--- config.mk ---
export PLATFORM = sky130hd
export DESIGN_NAME = hazard_stall_ctrl
export DESIGN_NICKNAME = d
export VERILOG_FILES = /design/src/rtl/hazard_pkg.sv /design/src/rtl/hazard_stall_timer.sv /design/src/rtl/hazard_stall_ctrl.sv
export SDC_FILE = /design/constraint.sdc
export NUM_CORES = 1
export LEC_CHECK = 0
export ABC_AREA = 1
export ABC_CLOCK_PERIOD_IN_PS = 2200
export BUFFER_PORTS_ARGS = -buffer_cell sky130_fd_sc_hd__buf_2
export CORE_UTILIZATION = 40
export DETAILED_ROUTE_END_ITERATION = 7
export MAX_ROUTING_LAYER = met4
export PLACE_DENSITY = 0.81
export SLEW_MARGIN = 5
export SYNTH_ARGS = -nofsm -noshare
export SYNTH_HDL_FRONTEND = slang
export SYNTH_HIERARCHICAL = 1
export SYNTH_SLANG_ARGS = --single-unit
--- constraint.sdc ---
create_clock -name clk -period 2.2 [get_ports clk]
set_clock_uncertainty 0.1 [all_clocks]
set_input_delay 0.44 -clock clk [delete_from_list [all_inputs] [get_ports clk]]
set_output_delay 0.44 -clock clk [all_outputs]
set_load 0.05 [all_outputs]
--- src/rtl/hazard_pkg.sv ---
// Shared definitions for the pipeline hazard/stall controller: FSM state type,
// stall-length rule and the decoder opcode constants it relies on.
package hazard_pkg;

    typedef enum logic [1:0] {
        RUN   = 2'd0,
        STALL = 2'd1,
        HOLD  = 2'd2
    } hz_state_t;

    localparam logic [5:0] OP_J   = 6'h02;
    localparam logic [5:0] OP_JAL = 6'h03;
    localparam logic [5:0] OP_BEQ = 6'h04;
    localparam logic [5:0] OP_BNE = 6'h05;
    localparam logic [5:0] OP_LB  = 6'h20;
    localparam logic [5:0] OP_LH  = 6'h21;
    localparam logic [5:0] OP_LW  = 6'h23;
    localparam logic [5:0] OP_LBU = 6'h24;
    localparam logic [5:0] OP_LHU = 6'h25;
    localparam logic [5:0] OP_LWU = 6'h27;

    // Longest stall demanded by any producer the ID instruction depends on.
    function automatic logic [2:0] stall_len(
        input logic [1:0] load_lat,
        input logic       is_branch,
        input logic       ex_load_hit,
        input logic       ex_alu_hit,
        input logic       mem_load_hit
    );
        logic [2:0] n;
        n = 3'd0;
        if (ex_load_hit) begin
            n = is_branch ? ({1'b0, load_lat} + 3'd1) : {1'b0, load_lat};
        end
        if (is_branch && ex_alu_hit && (n < 3'd1)) begin
            n = 3'd1;
        end
        if (is_branch && mem_load_hit && (n < {1'b0, load_lat})) begin
            n = {1'b0, load_lat};
        end
        return n;
    endfunction

endpackage

--- src/rtl/hazard_stall_timer.sv ---
// Loadable down-counter that stops at zero; freeze holds the value unchanged.
module hazard_stall_timer #(
    parameter int W = 2
) (
    input  logic         clk,
    input  logic         rst_n,
    input  logic         load,
    input  logic         freeze,
    input  logic [W-1:0] load_val,
    output logic         zero
);

    logic [W-1:0] count_q;
    logic [W-1:0] count_d;

    // NOTE: every always_comb target gets a default first so no latch is inferred.
    always_comb begin
        count_d = count_q;
        if (freeze) begin
            count_d = count_q;
        end else if (load) begin
            count_d = load_val;
        end else if (count_q != '0) begin
            count_d = count_q - W'(1);
        end
    end

    // NOTE: sequential state is updated with non-blocking assignments only.
    always_ff @(posedge clk or negedge rst_n) begin
        if (!rst_n) begin
            count_q <= '0;
        end else begin
            count_q <= count_d;
        end
    end

    assign zero = (count_q == '0);

endmodule

--- src/rtl/hazard_stall_ctrl.sv ---
// Load-use / branch-in-ID hazard controller with timed stalls, IF/ID flush and
// external freeze. Define HAZARD_PERF_CNT_EN to build the saturating perf counters.
module hazard_stall_ctrl
    import hazard_pkg::*;
#(
    parameter int REG_AW   = 5,
    parameter int LOAD_LAT = 1,
    parameter int PERF_W   = 32
) (
    input  logic              clk,
    input  logic              rst_n,
    input  logic [REG_AW-1:0] id_rs,
    input  logic [REG_AW-1:0] id_rt,
    input  logic              id_use_rs,
    input  logic              id_use_rt,
    input  logic              id_is_branch,
    input  logic              id_is_jump,
    input  logic              br_taken,
    input  logic              ex_mem_read,
    input  logic              ex_reg_write,
    input  logic [REG_AW-1:0] ex_dst,
    input  logic              mem_mem_read,
    input  logic              mem_reg_write,
    input  logic [REG_AW-1:0] mem_dst,
    input  logic              ext_hold,
    output logic              pc_write,
    output logic              ifid_write,
    output logic              ctrl_stall,
    output logic              ifid_flush,
    output logic [PERF_W-1:0] stall_cycles,
    output logic [PERF_W-1:0] flush_events
);

    if ((LOAD_LAT < 1) || (LOAD_LAT > 3)) begin : g_bad_load_lat
        $fatal(1, "hazard_stall_ctrl: LOAD_LAT must be 1..3");
    end

    localparam int         TW    = $clog2(LOAD_LAT + 2);
    localparam logic [1:0] LAT_L = 2'(LOAD_LAT);

    hz_state_t state_q, state_d;
    hz_state_t saved_q, saved_d;
    hz_state_t cur_state;
    logic      stall_active;
    logic      tmr_load;
    logic      tmr_zero;
    logic [2:0] n_raw;
    logic [2:0] n_need;
    logic [TW-1:0] tmr_load_val;

    // A load in MEM is identified by mem_mem_read alone; its write flag adds nothing.
    logic unused_mem_reg_write;
    assign unused_mem_reg_write = mem_reg_write;

    logic rs_ex_hit, rt_ex_hit, rs_mem_hit, rt_mem_hit;
    logic ex_load_hit, ex_alu_hit, mem_load_hit;

    assign rs_ex_hit  = id_use_rs && (id_rs == ex_dst)  && (id_rs != '0);
    assign rt_ex_hit  = id_use_rt && (id_rt == ex_dst)  && (id_rt != '0);
    assign rs_mem_hit = id_use_rs && (id_rs == mem_dst) && (id_rs != '0);
    assign rt_mem_hit = id_use_rt && (id_rt == mem_dst) && (id_rt != '0);

    assign ex_load_hit  = ex_mem_read && (rs_ex_hit || rt_ex_hit);
    assign ex_alu_hit   = ex_reg_write && !ex_mem_read && (rs_ex_hit || rt_ex_hit);
    assign mem_load_hit = mem_mem_read && (rs_mem_hit || rt_mem_hit);

    assign n_raw = stall_len(LAT_L, id_is_branch, ex_load_hit, ex_alu_hit, mem_load_hit);

    // A drained timer means the stall is over even before state_q returns to RUN.
    assign cur_state    = (state_q == HOLD) ? saved_q : state_q;
    assign stall_active = (cur_state == STALL) && !tmr_zero;
    assign n_need       = stall_active ? 3'd0 : n_raw;
    assign tmr_load_val = TW'(n_need - 3'd1);

    always_comb begin
        state_d  = state_q;
        saved_d  = saved_q;
        tmr_load = 1'b0;
        if (ext_hold) begin
            state_d = HOLD;
            saved_d = cur_state;
        end else if (stall_active) begin
            state_d = STALL;
        end else if (n_need != 3'd0) begin
            state_d  = STALL;
            tmr_load = 1'b1;
        end else begin
            state_d = RUN;
        end
    end

    always_ff @(posedge clk or negedge rst_n) begin
        if (!rst_n) begin
            state_q <= RUN;
            saved_q <= RUN;
        end else begin
            state_q <= state_d;
            saved_q <= saved_d;
        end
    end

    hazard_stall_timer #(
        .W (TW)
    ) u_timer (
        .clk      (clk),
        .rst_n    (rst_n),
        .load     (tmr_load),
        .freeze   (ext_hold),
        .load_val (tmr_load_val),
        .zero     (tmr_zero)
    );

    // Reset forces the enables open combinationally, even with a hazard on the inputs.
    always_comb begin
        pc_write   = 1'b1;
        ifid_write = 1'b1;
        ctrl_stall = 1'b0;
        ifid_flush = 1'b0;
        if (!rst_n) begin
            pc_write = 1'b1;
        end else if (ext_hold) begin
            pc_write   = 1'b0;
            ifid_write = 1'b0;
        end else if (stall_active || (n_need != 3'd0)) begin
            pc_write   = 1'b0;
            ifid_write = 1'b0;
            ctrl_stall = 1'b1;
        end else if (id_is_jump || (id_is_branch && br_taken)) begin
            ifid_flush = 1'b1;
        end
    end

`ifdef HAZARD_PERF_CNT_EN
    logic [PERF_W-1:0] stall_cycles_q, stall_cycles_d;
    logic [PERF_W-1:0] flush_events_q, flush_events_d;

    always_comb begin
        stall_cycles_d = stall_cycles_q;
        flush_events_d = flush_events_q;
        if (ctrl_stall && (stall_cycles_q != '1)) begin
            stall_cycles_d = stall_cycles_q + PERF_W'(1);
        end
        if (ifid_flush && (flush_events_q != '1)) begin
            flush_events_d = flush_events_q + PERF_W'(1);
        end
    end

    always_ff @(posedge clk or negedge rst_n) begin
        if (!rst_n) begin
            stall_cycles_q <= '0;
            flush_events_q <= '0;
        end else begin
            stall_cycles_q <= stall_cycles_d;
            flush_events_q <= flush_events_d;
        end
    end

    assign stall_cycles = stall_cycles_q;
    assign flush_events = flush_events_q;
`else
    assign stall_cycles = '0;
    assign flush_events = '0;
`endif

endmodule

======== After elaboration in Yosys (flattened, before gate mapping) ========
Cells that the tools add are included.
word-level totals
  flip-flop bits (word level) ............. 6
  bits in latches ......................... 0
  memory bits (writable) .................. 0
  memory bits (read-only) ................. 0
  bits of input ports ..................... 32
  output and inout bits ................... 68
  logic and storage cells ................. 69
  memories ................................ 0
operators by class
  $add $sub $neg .......................... 2
  multipliers ............................. 0
  divide/modulo/power cells ............... 0
  magnitude comparators ................... 2
  equal/unequal tests ..................... 6
  shifts and indexed selects .............. 0
  multiplexer cells ....................... 24
  bitwise gates (word level) .............. 1
  reduce and logical (&&, ||, !) cells .... 31
operators with widths
  operator                                                              number
  5-bit == test                                                         4
  1-bit logical AND                                                     18
  1-bit 2-to-1 mux                                                      15
  2-bit 2-to-1 mux                                                      7
  5-bit nonzero test                                                    2
  3-bit by 1-bit < comparator with 1-bit output, second input constant  2
  3-bit 2-to-1 mux                                                      2
  1-bit logical OR                                                      4
  2-bit nonzero test                                                    2
  2-bit by 1-bit subtractor with 2-bit output, second input constant    2
  3-bit nonzero test                                                    1
  2-bit by 1-bit == test with 1-bit output, second input constant       1
  2-bit == test, second input constant                                  1
  1-bit zero test                                                       2
  2-bit zero test                                                       1
  2-bit AND reduction                                                   1
  1-bit inverter                                                        1

======== Depth between registers and ports, before layout ========
  depth in word-level cells ............... 19
  gate-level depth with buffers ........... 21
  depth with buffers taken out ............ 21

======== Hierarchy ========
Netlist, hierarchy kept.
by module, submodules not included
  module              instances  cells an instance  area an instance (µm²)  sequential area each (µm²)
  hazard_stall_ctrl   1          203                1161.1                  100.1
  hazard_stall_timer  1          20                 133.9                   50.0

======== Worst setup path after synthesis ========
No wires, ideal clock.
  kind .................................... in2out
  from .................................... input ex_dst[3]
  to ...................................... output ifid_flush
  data arrival time ....................... 2.459 ns
  data required time ...................... 1.660 ns
  path slack .............................. -0.799 ns
  stages on the path ...................... 16
  buffers on the path ..................... 0
  cells stage by stage .................... inv_1 > nor2_1 > nor2_2 > nand2_1 > nor2_1 > nand2_1 > nand2_2 > nand2_1 > nand2_1 > nand2_1 > nand2_1 > ha_1 > nand2_1 > inv_2 > nand2_1 > nor3_1
on the way
  cells in the longest elaborated chain, start to end .. 18
  elaborated cells between the ends (all ways) .. 23
  classes of those cells .................. 2 x order compare; 2 x eq/ne; 7 x mux; 12 x reduce/logical
ends and longest elaborated chain
  what                                               RTL line                                          source
  start, declared                                    hazard_stall_ctrl.sv:21                           input logic [REG_AW-1:0] ex_dst,
  5-bit == test (on tied branches)                   hazard_stall_ctrl.sv:58, hazard_stall_ctrl.sv:59
  1-bit logical AND (on tied branches) (2 in a row)  hazard_stall_ctrl.sv:58, hazard_stall_ctrl.sv:59
  1-bit logical OR *                                 hazard_stall_ctrl.sv:63, hazard_stall_ctrl.sv:64
  1-bit logical AND                                  hazard_stall_ctrl.sv:63                           assign ex_load_hit = ex_mem_read && (rs_ex_hit || rt_ex_hit);
  2-bit 2-to-1 mux                                   hazard_pkg.sv:32                                  if (ex_load_hit) begin
  3-bit by 1-bit < comparator with 1-bit output      hazard_pkg.sv:35                                  if (is_branch && ex_alu_hit && (n < 3'd1)) begin
  1-bit logical AND                                  hazard_pkg.sv:35
  2-bit 2-to-1 mux *                                 hazard_pkg.sv:35
  3-bit by 1-bit < comparator with 1-bit output      hazard_pkg.sv:38                                  if (is_branch && mem_load_hit && (n < {1'b0, load_lat})) begin
  1-bit logical AND                                  hazard_pkg.sv:38
  3-bit 2-to-1 mux *                                 hazard_pkg.sv:38
  3-bit 2-to-1 mux *                                 hazard_stall_ctrl.sv:72                           assign n_need = stall_active ? 3'd0 : n_raw;
  3-bit nonzero test *                               hazard_stall_ctrl.sv:124                          end else if (stall_active || (n_need != 3'd0)) begin
  1-bit logical OR *                                 hazard_stall_ctrl.sv:124
  1-bit 2-to-1 mux *                                 hazard_stall_ctrl.sv:124
  1-bit 2-to-1 mux *                                 hazard_stall_ctrl.sv:121                          end else if (ext_hold) begin
  1-bit 2-to-1 mux *                                 hazard_stall_ctrl.sv:119                          if (!rst_n) begin
  end, declared                                      hazard_stall_ctrl.sv:29                           output logic ifid_flush,
Mark *: on every way between the ends. The rest lies on a longest branch, timed or not.

======== Worst setup path after layout ========
  from .................................... input id_rs[4]
  to ...................................... output ctrl_stall
on the way
  cells in the longest elaborated chain, start to end .. 18
  elaborated cells between the ends (all ways) .. 27
  classes of those cells .................. 2 x order compare; 2 x eq/ne; 7 x mux; 16 x reduce/logical
ends and longest elaborated chain
  what                                           RTL line                                          source
  start, declared                                hazard_stall_ctrl.sv:12                           input logic [REG_AW-1:0] id_rs,
  5-bit == test                                  hazard_stall_ctrl.sv:58                           assign rs_ex_hit = id_use_rs && (id_rs == ex_dst) && (id_rs != '0);
  1-bit logical AND (2 in a row)                 hazard_stall_ctrl.sv:58
  1-bit logical OR                               hazard_stall_ctrl.sv:63, hazard_stall_ctrl.sv:64
  1-bit logical AND                              hazard_stall_ctrl.sv:63
  2-bit 2-to-1 mux                               hazard_pkg.sv:32
  3-bit by 1-bit < comparator with 1-bit output  hazard_pkg.sv:35
  1-bit logical AND                              hazard_pkg.sv:35
  2-bit 2-to-1 mux                               hazard_pkg.sv:35
  3-bit by 1-bit < comparator with 1-bit output  hazard_pkg.sv:38
  1-bit logical AND                              hazard_pkg.sv:38
  3-bit 2-to-1 mux *                             hazard_pkg.sv:38
  3-bit 2-to-1 mux *                             hazard_stall_ctrl.sv:72
  3-bit nonzero test *                           hazard_stall_ctrl.sv:124
  1-bit logical OR *                             hazard_stall_ctrl.sv:124
  1-bit 2-to-1 mux *                             hazard_stall_ctrl.sv:124
  1-bit 2-to-1 mux *                             hazard_stall_ctrl.sv:121
  1-bit 2-to-1 mux *                             hazard_stall_ctrl.sv:119
  end, declared                                  hazard_stall_ctrl.sv:28                           output logic ctrl_stall,
Marks and branches as above.

==> flow_summary.yaml <==
synthesis:
  ys_ff_latch: 6
  ys.warnings.count: 6
  synth_top_area_cell: "buf_4"
  syn_inst: 223
  ys_types: 22
  postSynthAreaPerCell_um2: 5.807
  synth_seq_area_share: 0.1159
  synth.area.top_cells: "buf_4, nand2_1, dfrtp_1, inv_1, nor2_1"
  synthesis.area_um2: 1295
  synth.top_cell.area_share: 0.3768
placed_design:
  gp_congestion: 0.9120
  dp_cells: 303
  dpl.hpwl_um: 2034
  portBuffers: 34
die:
  rows: 20
  core_um2: 3053
  initial_core_util: 0.4242
  die_area_um2: 3469
  ios: 100
  die_y_um: 58.90
  die_w_um: 58.90
worst_setup_path:
  worst_path_largest_cell_delay_ps: 220
  start_kind: "input port"
  r2r_slack_ps: 260
  slowest_stage: "ha_4"
  worstSetupPathType: "in2out"
  worstPathCellList: "buf_4 -> xnor2_2 -> nand2_1 -> nor2_1 -> nand2_1 -> nand2_2 -> buf_6 -> nand4_1 -> ha_4 -> nand2_4 -> inv_4 -> buf_12 -> nor3_4 -> buf_6"
  crit_path_end_kind: "primary output"
  cp_data_arrival_time_ps: 1990
  crit_fanout: 4
  crit_required_ps: 1660
global_route:
  gr-total-overflow: 0
  grt_max_degree: 9
  antenna_found_initial: 0
  grt_pass1_vias: 1058
  track_usage: 0.1528
  grt_pass1_wl_um: 4002
finish:
  diodes: 0
  n_fill_cell: 295
  syn_to_final_growth_pct: 23.86
  fin_nets: 304
  layout-drive-gt1-share: 0.3097
  final_cell_mix: "nand2_1, conb_1, buf_2"
  multi_input_area_um2: 909.6
  fin_util: 0.5254
  fin_cells: 312
  area.sequential_um2: 150.1
  layout_commonest_cell: "nand2_1"
pwr:
  power_density_nw_per_um2: 543.0
  power.total_w: 0.0008710
  p_leak_nw: 0.9651
  vdd_drop_max_uv: 290.1
min_path:
  min_path_type: "in2reg"
clock_tree:
  clk_latency_ps: 240
  cts_buffers: 3
  cts_buffer_depth: 2
  htree_levels: 1
  clock_sinks: 6
  clk_pin_slew_worst_paths_ps: 40
  cts_tree: "built"
  root_buffer: "clkbuf_4"
timing:
  slew_violations: 0
  max_freq_ghz: 0.3950
  fin_crit_sh: 1.151
  fin_tns_setup_ps: -1140
  hold_viol_final: 0
  min_period_ps: 2532
  layout_setup_ws_ps: -331.5
  rsz0062_at_grt: "true"
  setup_viol: 4
status:
  violations: "negative setup slack"
  status: "finished with violations"
routing:
  wire_per_inst_um: 8.051
  drt_iter0_markers: 54
  drcViolationCount: 0
  antenna_left: 0
  vias: 1240
  vias_per_cell: 3.974
  wl_um: 2512
  dr.pass1.iters: 4
flow_run:
  maxCapViolations: 0
==> synthesized netlist by cell type, drive strengths merged <==
cell type / n
buf: 65
nand3: 4
conb: 1
a21o: 1
xnor2: 4
ha: 2
clkinv: 1
nand3b: 1
o211ai: 1
inv: 28
a21oi: 2
nor3: 2
nand2: 73
nor2b: 1
dfrtp: 6
o21ai: 5
nor2: 23
nand4: 3
==> final timing paths <==
path,startpoint,endpoint,cells after the start
hold reg to reg,saved_q[0],saved_q[0],2
setup reg to reg,u_timer/count_q[0],u_timer/count_q[0],13
max in group asynchronous,rst_n,state_q[0],2
min in group asynchronous,rst_n,saved_q[0],2
hold / removal,ext_hold,state_q[1],1
setup / recovery,id_rs[4],ctrl_stall,14
==> stage by stage <==
stage	instance area, µm²	hold WS (ps)	setup slack, ps
after CTS	1521	312.3	-325.3
after floorplan	1600	44.41	-240.6
after detailed placement	1376	198.1	-503.4
after global placement	1376	190.8	-474.0
after global routing	1604	325.4	-481.1
final	1604	327.5	-331.5
==> area by class of cell <==
type,count,area share
multi-input combinational,186,0.5671
timing repair buffer,44,0.2184
sequential,6,0.09360
inverter,29,0.07254
tap,44,0.03432
clock buffer,3,0.01404
==> per-layer routing <==
metal / wire length (µm) / part of all wire / vias to the layer above / track usage
li1: - / - / 638 / -
met2: 1272 / 0.51 / 71 / 0.2760
met4: 40 / 0.016 / 0 / 0.06803
met3: 209 / 0.083 / 4 / 0.02418
met5: 0 / 0 / - / -
met1: 991 / 0.39 / 527 / 0.1629
==> sequential cells by signal (all words and copies together), names as in the netlist <==
register	count
state_q	2
u_timer/count_q	2
saved_q	2
==> kinds of logic (layout without fill, tap and decap cells) <==
family	Yosys count	after routing	share of synthesized area
and+or+nand+nor	107	107	0.3324
AOI/OAI and AO/OA	9	9	0.04154
other	1	64	0.002896
adders and majority gates	2	2	0.01932
buffers and inverters	94	76	0.4609
xor gates and xnor gates	4	4	0.02705
DFF	6	6	0.1159
==> timing repair <==
item                                    CTS  global route
endpoints found under the hold margin     6             0
setup buffers                             2             3
endpoints found under the setup margin    4             6
pin swaps                                17            15
gates resized for setup                  32            20
hold buffers                              1             0
==> worst max-delay path: cells and delay by family <==
family,cells,cell delay [ps]
buffers and inverters,5,560
adders and majority gates,1,220
and+or+nand+nor,7,630
xor gates and xnor gates,1,140
==> power breakdown <==
group          total (W)  internal, W  switching [W]
Combinational   0.000621     0.000186       0.000435
Sequential      0.000154     0.000139      0.0000153
Clock          0.0000955    0.0000613      0.0000342
Power figures use the tool's default switching activity.
